**config.mk**
```make
export PLATFORM = sky130hd
export DESIGN_NAME = csr_trap_seq
export DESIGN_NICKNAME = d
export VERILOG_FILES = /design/src/rtl/csr_trap_seq.sv
export SDC_FILE = /design/constraint.sdc
export NUM_CORES = 1
export LEC_CHECK = 0
export CORE_MARGIN = 10
export CORE_UTILIZATION = 47
export CTS_CLUSTER_DIAMETER = 120
export DETAILED_ROUTE_END_ITERATION = 8
export PLACE_DENSITY = 0.95
export REMOVE_ABC_BUFFERS = 1
export SYNTH_ARGS = -nofsm -noshare
export SYNTH_HDL_FRONTEND = slang
export SYNTH_SLANG_ARGS = --single-unit
```
**constraint.sdc**
```tcl
create_clock -name clk -period 9.4 [get_ports clk]
set_input_delay 0.94 -clock clk [delete_from_list [all_inputs] [get_ports clk]]
set_output_delay 0.94 -clock clk [all_outputs]
set_load 0.02 [all_outputs]
```
**src/rtl/csr_trap_seq.sv**
```systemverilog
// csr_trap_seq: trap-entry / mret sequencer in front of the CSR write stage.
// A trap is broken into single-cycle CSR writes (mepc, mcause, optional
// mtval, mstatus clear, mstatus set) and then a one-cycle redirect. An mret
// uses only the two mstatus writes before its redirect. When the sequencer
// is idle and neither a trap nor an mret is pending, pipeline CSR requests
// pass straight through to the CSR stage in the same cycle.
// Optional feature macro: CSR_TRAP_MTVAL_EN adds the mtval write (T_TVAL).
// When it is undefined there is no mtval state, no tval capture register,
// and trap_tval_in is unused.

package csr_pkg;
    typedef enum logic [1:0] {
        CSR_OP_NONE = 2'd0,
        CSR_OP_RW   = 2'd1,
        CSR_OP_RS   = 2'd2,
        CSR_OP_RC   = 2'd3
    } csrop_t;
endpackage

module csr_trap_seq #(
    parameter int DATA_WIDTH = 32,
    parameter int ADDR_WIDTH = 12
) (
    input  logic                  clk,
    input  logic                  arst_n,
    input  logic                  req_valid_in,
    output logic                  req_ready_out,
    input  csr_pkg::csrop_t       req_op_in,
    input  logic [ADDR_WIDTH-1:0] req_addr_in,
    input  logic [DATA_WIDTH-1:0] req_data_in,
    input  logic                  trap_valid_in,
    input  logic [DATA_WIDTH-1:0] trap_cause_in,
    input  logic [DATA_WIDTH-1:0] trap_pc_in,
    input  logic [DATA_WIDTH-1:0] trap_tval_in,
    output logic                  trap_ack_out,
    input  logic                  mret_valid_in,
    output logic                  mret_ack_out,
    input  logic                  mstatus_mie_in,
    input  logic                  mstatus_mpie_in,
    input  logic [DATA_WIDTH-1:0] mepc_in,
    input  logic [DATA_WIDTH-1:0] mtvec_in,
    output csr_pkg::csrop_t       csr_op_out,
    output logic [DATA_WIDTH-1:0] csr_data_out,
    output logic [ADDR_WIDTH-1:0] csr_addr_out,
    output logic                  csr_wr_en_out,
    output logic                  redirect_valid_out,
    output logic [DATA_WIDTH-1:0] redirect_pc_out,
    output logic                  busy_out
);
    import csr_pkg::*;

    localparam logic [ADDR_WIDTH-1:0] ADDR_MSTATUS = ADDR_WIDTH'(12'h300);
    localparam logic [ADDR_WIDTH-1:0] ADDR_MEPC    = ADDR_WIDTH'(12'h341);
    localparam logic [ADDR_WIDTH-1:0] ADDR_MCAUSE  = ADDR_WIDTH'(12'h342);
`ifdef CSR_TRAP_MTVAL_EN
    localparam logic [ADDR_WIDTH-1:0] ADDR_MTVAL   = ADDR_WIDTH'(12'h343);
`endif
    // MIE is bit 3, MPIE is bit 7 of mstatus.
    localparam logic [DATA_WIDTH-1:0] MSTATUS_IE_MASK = DATA_WIDTH'(8'h88);
    localparam logic [DATA_WIDTH-1:0] MSTATUS_MPIE    = DATA_WIDTH'(8'h80);

    typedef enum logic [2:0] {
        S_IDLE     = 3'd0,
        S_T_EPC    = 3'd1,
        S_T_CAUSE  = 3'd2,
`ifdef CSR_TRAP_MTVAL_EN
        S_T_TVAL   = 3'd3,
`endif
        S_ST_CLR   = 3'd4,
        S_ST_SET   = 3'd5,
        S_REDIRECT = 3'd6
    } state_t;

    state_t                state_q, state_d;
    logic                  is_trap_q, is_trap_d;
    logic [DATA_WIDTH-1:0] cause_q, cause_d;
    logic [DATA_WIDTH-1:0] pc_q, pc_d;
    logic                  mie_q, mie_d;
    logic                  mpie_q, mpie_d;
    logic [DATA_WIDTH-1:0] mepc_q, mepc_d;
`ifdef CSR_TRAP_MTVAL_EN
    logic [DATA_WIDTH-1:0] tval_q, tval_d;
`else
    // Input kept on the port for a uniform interface; it has no function here.
    logic                  unused_tval_s;
    assign unused_tval_s = ^trap_tval_in;
`endif

    logic                  req_ready_s;
    logic                  trap_ack_s;
    logic                  mret_ack_s;
    csrop_t                csr_op_s;
    logic [DATA_WIDTH-1:0] csr_data_s;
    logic [ADDR_WIDTH-1:0] csr_addr_s;
    logic                  csr_wr_en_s;
    logic                  redirect_valid_s;
    logic [DATA_WIDTH-1:0] redirect_pc_s;
    logic [DATA_WIDTH-1:0] trap_target_s;
    logic [DATA_WIDTH-1:0] vec_off_s;

    // Trap target: vectored offset only for interrupts in mode 1, else direct.
    always_comb begin
        if ((mtvec_in[1:0] == 2'b01) && cause_q[DATA_WIDTH-1]) begin
            vec_off_s = {cause_q[DATA_WIDTH-3:0], 2'b00};
        end else begin
            vec_off_s = '0;
        end
        trap_target_s = {mtvec_in[DATA_WIDTH-1:2], 2'b00} + vec_off_s;
    end

    // Next-state, capture and output decode for the sequencer.
    always_comb begin
        state_d          = state_q;
        is_trap_d        = is_trap_q;
        cause_d          = cause_q;
        pc_d             = pc_q;
        mie_d            = mie_q;
        mpie_d           = mpie_q;
        mepc_d           = mepc_q;
`ifdef CSR_TRAP_MTVAL_EN
        tval_d           = tval_q;
`endif
        req_ready_s      = 1'b0;
        trap_ack_s       = 1'b0;
        mret_ack_s       = 1'b0;
        csr_op_s         = CSR_OP_NONE;
        csr_data_s       = '0;
        csr_addr_s       = '0;
        csr_wr_en_s      = 1'b0;
        redirect_valid_s = 1'b0;
        redirect_pc_s    = '0;

        case (state_q)
            S_IDLE: begin
                if (trap_valid_in) begin
                    trap_ack_s = 1'b1;
                    is_trap_d  = 1'b1;
                    cause_d    = trap_cause_in;
                    pc_d       = trap_pc_in;
                    mie_d      = mstatus_mie_in;
`ifdef CSR_TRAP_MTVAL_EN
                    tval_d     = trap_tval_in;
`endif
                    state_d    = S_T_EPC;
                end else if (mret_valid_in) begin
                    mret_ack_s = 1'b1;
                    is_trap_d  = 1'b0;
                    mpie_d     = mstatus_mpie_in;
                    mepc_d     = mepc_in;
                    state_d    = S_ST_CLR;
                end else begin
                    req_ready_s = 1'b1;
                    if (req_valid_in) begin
                        csr_op_s    = req_op_in;
                        csr_addr_s  = req_addr_in;
                        csr_data_s  = req_data_in;
                        csr_wr_en_s = 1'b1;
                    end else begin
                        csr_wr_en_s = 1'b0;
                    end
                end
            end
            S_T_EPC: begin
                csr_op_s    = CSR_OP_RW;
                csr_addr_s  = ADDR_MEPC;
                csr_data_s  = {pc_q[DATA_WIDTH-1:2], 2'b00};
                csr_wr_en_s = 1'b1;
                state_d     = S_T_CAUSE;
            end
            S_T_CAUSE: begin
                csr_op_s    = CSR_OP_RW;
                csr_addr_s  = ADDR_MCAUSE;
                csr_data_s  = cause_q;
                csr_wr_en_s = 1'b1;
`ifdef CSR_TRAP_MTVAL_EN
                state_d     = S_T_TVAL;
`else
                state_d     = S_ST_CLR;
`endif
            end
`ifdef CSR_TRAP_MTVAL_EN
            S_T_TVAL: begin
                csr_op_s    = CSR_OP_RW;
                csr_addr_s  = ADDR_MTVAL;
                csr_data_s  = tval_q;
                csr_wr_en_s = 1'b1;
                state_d     = S_ST_CLR;
            end
`endif
            S_ST_CLR: begin
                csr_op_s    = CSR_OP_RC;
                csr_addr_s  = ADDR_MSTATUS;
                csr_data_s  = MSTATUS_IE_MASK;
                csr_wr_en_s = 1'b1;
                state_d     = S_ST_SET;
            end
            S_ST_SET: begin
                csr_op_s    = CSR_OP_RS;
                csr_addr_s  = ADDR_MSTATUS;
                csr_wr_en_s = 1'b1;
                if (is_trap_q) begin
                    // Old MIE moves into MPIE; written even when zero.
                    csr_data_s = DATA_WIDTH'(mie_q) << 7;
                end else begin
                    // mret re-enables MPIE and restores MIE from MPIE.
                    csr_data_s = MSTATUS_MPIE | (DATA_WIDTH'(mpie_q) << 3);
                end
                state_d     = S_REDIRECT;
            end
            S_REDIRECT: begin
                redirect_valid_s = 1'b1;
                if (is_trap_q) begin
                    redirect_pc_s = trap_target_s;
                end else begin
                    redirect_pc_s = {mepc_q[DATA_WIDTH-1:2], 2'b00};
                end
                state_d = S_IDLE;
            end
            default: begin
                state_d = S_IDLE;
            end
        endcase
    end

    // State and captured-operand registers; reset clears everything.
    always_ff @(posedge clk or negedge arst_n) begin
        if (!arst_n) begin
            state_q   <= S_IDLE;
            is_trap_q <= 1'b0;
            cause_q   <= '0;
            pc_q      <= '0;
            mie_q     <= 1'b0;
            mpie_q    <= 1'b0;
            mepc_q    <= '0;
`ifdef CSR_TRAP_MTVAL_EN
            tval_q    <= '0;
`endif
        end else begin
            state_q   <= state_d;
            is_trap_q <= is_trap_d;
            cause_q   <= cause_d;
            pc_q      <= pc_d;
            mie_q     <= mie_d;
            mpie_q    <= mpie_d;
            mepc_q    <= mepc_d;
`ifdef CSR_TRAP_MTVAL_EN
            tval_q    <= tval_d;
`endif
        end
    end

    // Outputs are forced low while reset is asserted, including the
    // combinational handshake paths that depend on live inputs.
    assign req_ready_out      = arst_n & req_ready_s;
    assign trap_ack_out       = arst_n & trap_ack_s;
    assign mret_ack_out       = arst_n & mret_ack_s;
    assign csr_op_out         = arst_n ? csr_op_s : CSR_OP_NONE;
    assign csr_data_out       = arst_n ? csr_data_s : '0;
    assign csr_addr_out       = arst_n ? csr_addr_s : '0;
    assign csr_wr_en_out      = arst_n & csr_wr_en_s;
    assign redirect_valid_out = arst_n & redirect_valid_s;
    assign redirect_pc_out    = arst_n ? redirect_pc_s : '0;
    assign busy_out           = arst_n & (state_q != S_IDLE);

endmodule

```
# [Word level (Yosys, flattened, before mapping)]
# Index checks and enable logic that the tools add are counted.
[totals] reg_bits=102 elab_cells=70 output_inout_bits=84
[op_classes] n_mux=38 eq_ne=7 n_bitwise=7 reduce_logical=10 n_addsub=1
[ops] cell="32-bit 2-to-1 mux" n=8
[ops] cell="32-bit case mux with 5 select lines" n=1
[ops] cell="12-bit 2-to-1 mux" n=4
[ops] cell="12-bit case mux with 4 select lines" n=1
[ops] cell="32-bit adder" n=1
[ops] cell="3-bit case mux with 5 select lines" n=1
[ops] cell="1-bit 2-to-1 mux" n=14
[ops] cell="3-bit == test (second input constant)" n=3
[ops] cell="2-bit 2-to-1 mux" n=4
[ops] cell="8-bit 2-to-1 mux" n=1
[ops] cell="2-bit case mux with 4 select lines" n=1
[ops] cell="1-bit AND" n=6
[ops] cell="3-bit 2-to-1 mux" n=2
[ops] cell="2-bit AND reduction" n=2
[ops] cell="2-bit OR reduction" n=2
[ops] cell="4-bit OR reduction" n=1
[ops] cell="3-bit by 1-bit == test with 1-bit output (second input constant)" n=1
[ops] cell="3-bit by 2-bit == test with 1-bit output (second input constant)" n=1
[ops] cell="3-bit zero test" n=1
[ops] cell="3-bit != test (second input constant)" n=1
[ops] cell="3-bit AND reduction" n=1
[ops] cell="3-bit nonzero test" n=1
[ops] cell="2-bit by 1-bit == test with 1-bit output (second input constant)" n=1
[ops] cell="1-bit case mux with 2 select lines" n=1
[ops] cell="3 further kinds" n=3

# [Longest topological paths before layout]
[depth] word_depth=7 ltp_mapped=13 ltp_nobuf=11

# [Worst setup path after synthesis]
# Ideal clock, no wire load.
[synth_path] kind="input to output" start="in mtvec_in[1]" end="out redirect_pc_out[24]" path_stages=13 t_arrival_ps=3561 required_ps=8460 n_path_buf=3 setup_slack_ps=4899 path_cell_list="and3b_1 clkbuf_1 clkbuf_1 and2_1 ha_1 clkbuf_8 o21a_1 o21ai_0 or2b_2 a21oi_1 nor2_1 xnor2_1 a211oi_1"
[synth_via] elab_chain_cells=7
[synth_lines] element="start, declared" line_no="41" source="input logic [DATA_WIDTH-1:0] mtvec_in,"
[synth_lines] element="2-bit by 1-bit == test with 1-bit output" line_no="103" source="if ((mtvec_in[1:0] == 2'b01) && cause_q[DATA_WIDTH-1]) begin"
[synth_lines] element="1-bit logical AND" line_no="103"
[synth_lines] element="32-bit 2-to-1 mux" line_no="103"
[synth_lines] element="32-bit adder" line_no="108" source="trap_target_s = {mtvec_in[DATA_WIDTH-1:2], 2'b00} + vec_off_s;"
[synth_lines] element="32-bit 2-to-1 mux" line_no="212" source="if (is_trap_q) begin"
[synth_lines] element="32-bit 2-to-1 mux" line_no="133" source="case (state_q)"
[synth_lines] element="32-bit 2-to-1 mux" line_no="262" source="assign redirect_pc_out = arst_n ? redirect_pc_s : '0;"
[synth_lines] element="end, declared" line_no="47" source="output logic [DATA_WIDTH-1:0] redirect_pc_out,"
# No other way between the ends.

# [Final worst setup path]
[layout_path] start="in mtvec_in[1]" end="out redirect_pc_out[30]"
# The elaborated chain is that of the path after synthesis.

==> results.md <==
- R2R cell count: 4
- CP Capture Type: output pin
- TritonCTS clock tree: built
- Synth area leaders: dfrtp_1, mux2_2, ha_1
- Die height: 141 um
- CTS Buf Count: 9
- Max stage delay on crit path: 0.62 ns
- Number of setup violations in the final report: 0
- Main synth FF type: dfrtp_1
- Xor/xnor share of the synthesized area: 3.19%
- Setup TNS: 0 ns
- Main combinational cell family by area after synthesis: multiplexers
- Crit path launch type: input port
- Core area: 0.0144 sq mm
- Final-report max-slew violation count: 0
- CP max stage cell: clkdlybuf4s50_1
- Number of global-route vias before repair: 6520
- Cell taking the most area after synthesis: dfrtp_1
- Worst-path clk slew: 0.06 ns
- Minimum clock period: 5.85 ns
- Vias: 6576
- Drt pass-1 iters: 6
- #FFs+latches synth: 98
- Largest net degree at the start of global routing: 60
- Min-delay src: pc_q[3]
- Layout Skew: 0.00728 ns
- Cells along the critical path: clkdlybuf4s50_1 -> and3b_1 -> and2_1 -> ha_1 -> fa_1 -> a211oi_2 -> o21ai_2 -> o21ai_1 -> a31oi_1 -> a221oi_1 -> xor2_1 -> o21ai_1 -> clkdlybuf4s50_1
- Period utilization: 62.2%
- Chip Width: 141 um
- Cts repair resizes: 0
- Remaining Overflow, GRT: 0
- Area share of the largest cell type after synthesis: 35.7%
- Multi-input gate area: 0.00403 sq mm
- Crit path max-delay family: compound AO/OA/AOI/OAI gates
- Maximum vdd drop: 0.154 mV
- H-tree depth: 3
- Final HPWL DP: 18300 um
- Syn_area_per_cell: 9.85 sq um
- Initial antenna violation count: 2
- Worst-case clock buffer depth: 2
- Reg area: 0.00245 sq mm
- Clk_lat worst skew: 0.35 ns
- Crit Path Max Fanout: 30
- Drt total wl: 23500 um
- Sequential area share after synthesis: 35.7%
- Stages on worst setup path: 13
- Drt via density: 5.92
- Critical Path Source: mtvec_in[1]
- Number of synthesized flops with an enable pin: 0
- Final GP Congestion: 0.909
- Fraction of final layout cells sized beyond drive strength 1: 15.1%
- Worst-Margin Slew: 0.794 ns
- Async set-or-reset flop fraction in the synthesized netlist: 100%
- FF-to-FF End: pc_q[28]
- Min-delay worst type: register to register
- Starting DRT DRC Count: 670
- Setup Fix Bufs, Post-CTS: 0
- Synthesized area: 0.00687 sq mm
- Synth Instances: 697
- Final net count: 1163
- Buf+Inv Stages, Crit Path: 2
- Worst setup endpoint: redirect_pc_out[30]
- Clock sink total: 98
- Total leakage power: 4.02 nW
- First-pass GRT wire length: 36000 um
- F_max: 171 MHz
- Yosys warns: 0
- Initial core utilization: 47.6%
- Pwr dens: 242 mW/mm^2
- Global-route usage over all layers: 22.5%
- CP Class: input port to output pin
- Rel. slew slack: 47.1%
- Detail Route Antenna Nets: 0
- Hold Vio Cnt, Final: 0
- Post-Synth Simple-Gate Area: 15.7%
- Max Cap Viol: 0
- Number of distinct library cells after synthesis: 68
- Arrival time worst endpoint: 4.91 ns
- Mux contribution to synthesized area: 17.6%
- Worst Path Required: 8.46 ns
- Rows: 44
- Syn-to-layout area delta: 41.8%
- FF-to-FF setup slack: 6.72 ns
- R2r startpoint: state_q[2]
- Fillers: 1113
- Clock Tree Root: clkbuf_16
- DRC Markers: 0
- Routed WL per cell: 21.2 um
- Total die area: 0.0198 sq mm
- Outcome: complete, no violations
- I/O Pins: 297
- Adder-Cell Fraction of Synth Area: 5.57%
- Port buffer count: 258
- Hold Buf Count CTS: 0
- RSZ-0062 raised after global routing: false
- Compound-Gate Fraction of Synth Area: 16.3%
- Core Util, Final: 67.5%
## power by group
part	leakage (nW)	internal (W)	switching [W]	total (W)
clock	0.166	0.000259	0.000162	0.000421
sequential	1.16	0.000640	0.000168	0.000807
combinational	2.69	0.000576	0.000549	0.00112
## flip-flops by register name, indices dropped and copies added, names as in the netlist
name	count
pc_q	30
cause_q	32
mpie_q	1
mepc_q	30
state_q	3
is_trap_q	1
mie_q	1
## synthesized netlist by cell type (3+ instances only)
master    number
xor2_1         8
and2_1        34
a21o_1        15
xnor2_1       17
nand2b_1       3
mux2i_1       15
a31oi_1        8
buf_6          8
o211ai_1       7
nand4_1       11
dfrtp_1       98
and3_1        12
a221oi_1       3
ha_1          29
buf_1          3
nand3_1       11
o21ai_0       23
mux2_2        94
o21ai_1        7
o21a_1         5
nor2b_1        4
nand2_1       33
buf_2         11
buf_4         10
nand3b_1       5
a21oi_1       32
a211oi_1       6
clkbuf_8       4
nor3_1         9
clkbuf_1      19
inv_1          9
a222oi_1      28
nor2_1        74
## cell usage in the layout (no fill, tap or decap), types with 12 or more instances in the layout
cell,netlist,routed
o21ai_0,23,23
mux2_2,94,94
a222oi_1,28,28
and2_1,34,33
nor2_1,74,74
xnor2_1,17,17
and3_1,12,12
dfrtp_1,98,98
nand2_1,33,33
a21o_1,15,15
ha_1,29,29
a21oi_1,32,32
clkdlybuf4s50_1,0,257
mux2i_1,15,15
## cells by family after synthesis
logic type,Yosys count
compound gates,155
xor+xnor,25
fa+ha+maj,30
buf+inv,66
flops,98
mux,109
other cells,1
simple gates,213
## layout make-up
type	count	area share, %
Multi-Input combinational cell	534	41.4
Clock inverter	6	1.08
Clock buffer	10	2.35
Antenna cell	1	0.0257
Tap cell	184	2.36
Inverter	10	0.385
Timing Repair Buffer	267	27.2
Sequential cell	98	25.2
## layer usage
metal	up-vias	GRT usage (%)	part of all wire [%]
met5	-	0	0.051
met4	2	10.9	4.4
li1	3005	-	-
met3	72	5.34	7.3
met1	3165	25.9	38
met2	332	38.3	50
## worst min path at each step
| stage | to | slack [ns] | cells after the start |
|---|---|---|---|
| after floorplan | mie_q | 0.47 | 1 |
| after detailed placement | mepc_q[17] | 0.49 | 1 |
| after global placement | mepc_q[23] | 0.48 | 1 |
| after global routing | mepc_q[24] | 0.53 | 1 |
| final | pc_q[3] | 0.51 | 1 |
| after CTS | mepc_q[17] | 0.51 | 1 |
## through the flow
stage / total power, W / instances / setup slack (ns) / instance area [sq um] / hold WS, ns
2_1_floorplan: 0.00149 / 642 / 4.10 / 6510 / 0.474
3_3_place_gp: 0.00188 / 1093 / 3.57 / 9400 / 0.485
3_5_place_dp: 0.00193 / 1093 / 3.57 / 9400 / 0.494
4_1_cts: 0.00236 / 1109 / 3.54 / 9740 / 0.509
5_1_grt: 0.00249 / 1110 / 3.31 / 9740 / 0.528
6_report: 0.00235 / 1110 / 3.55 / 9740 / 0.508
No activity file was read; power rests on OpenSTA's default activity.
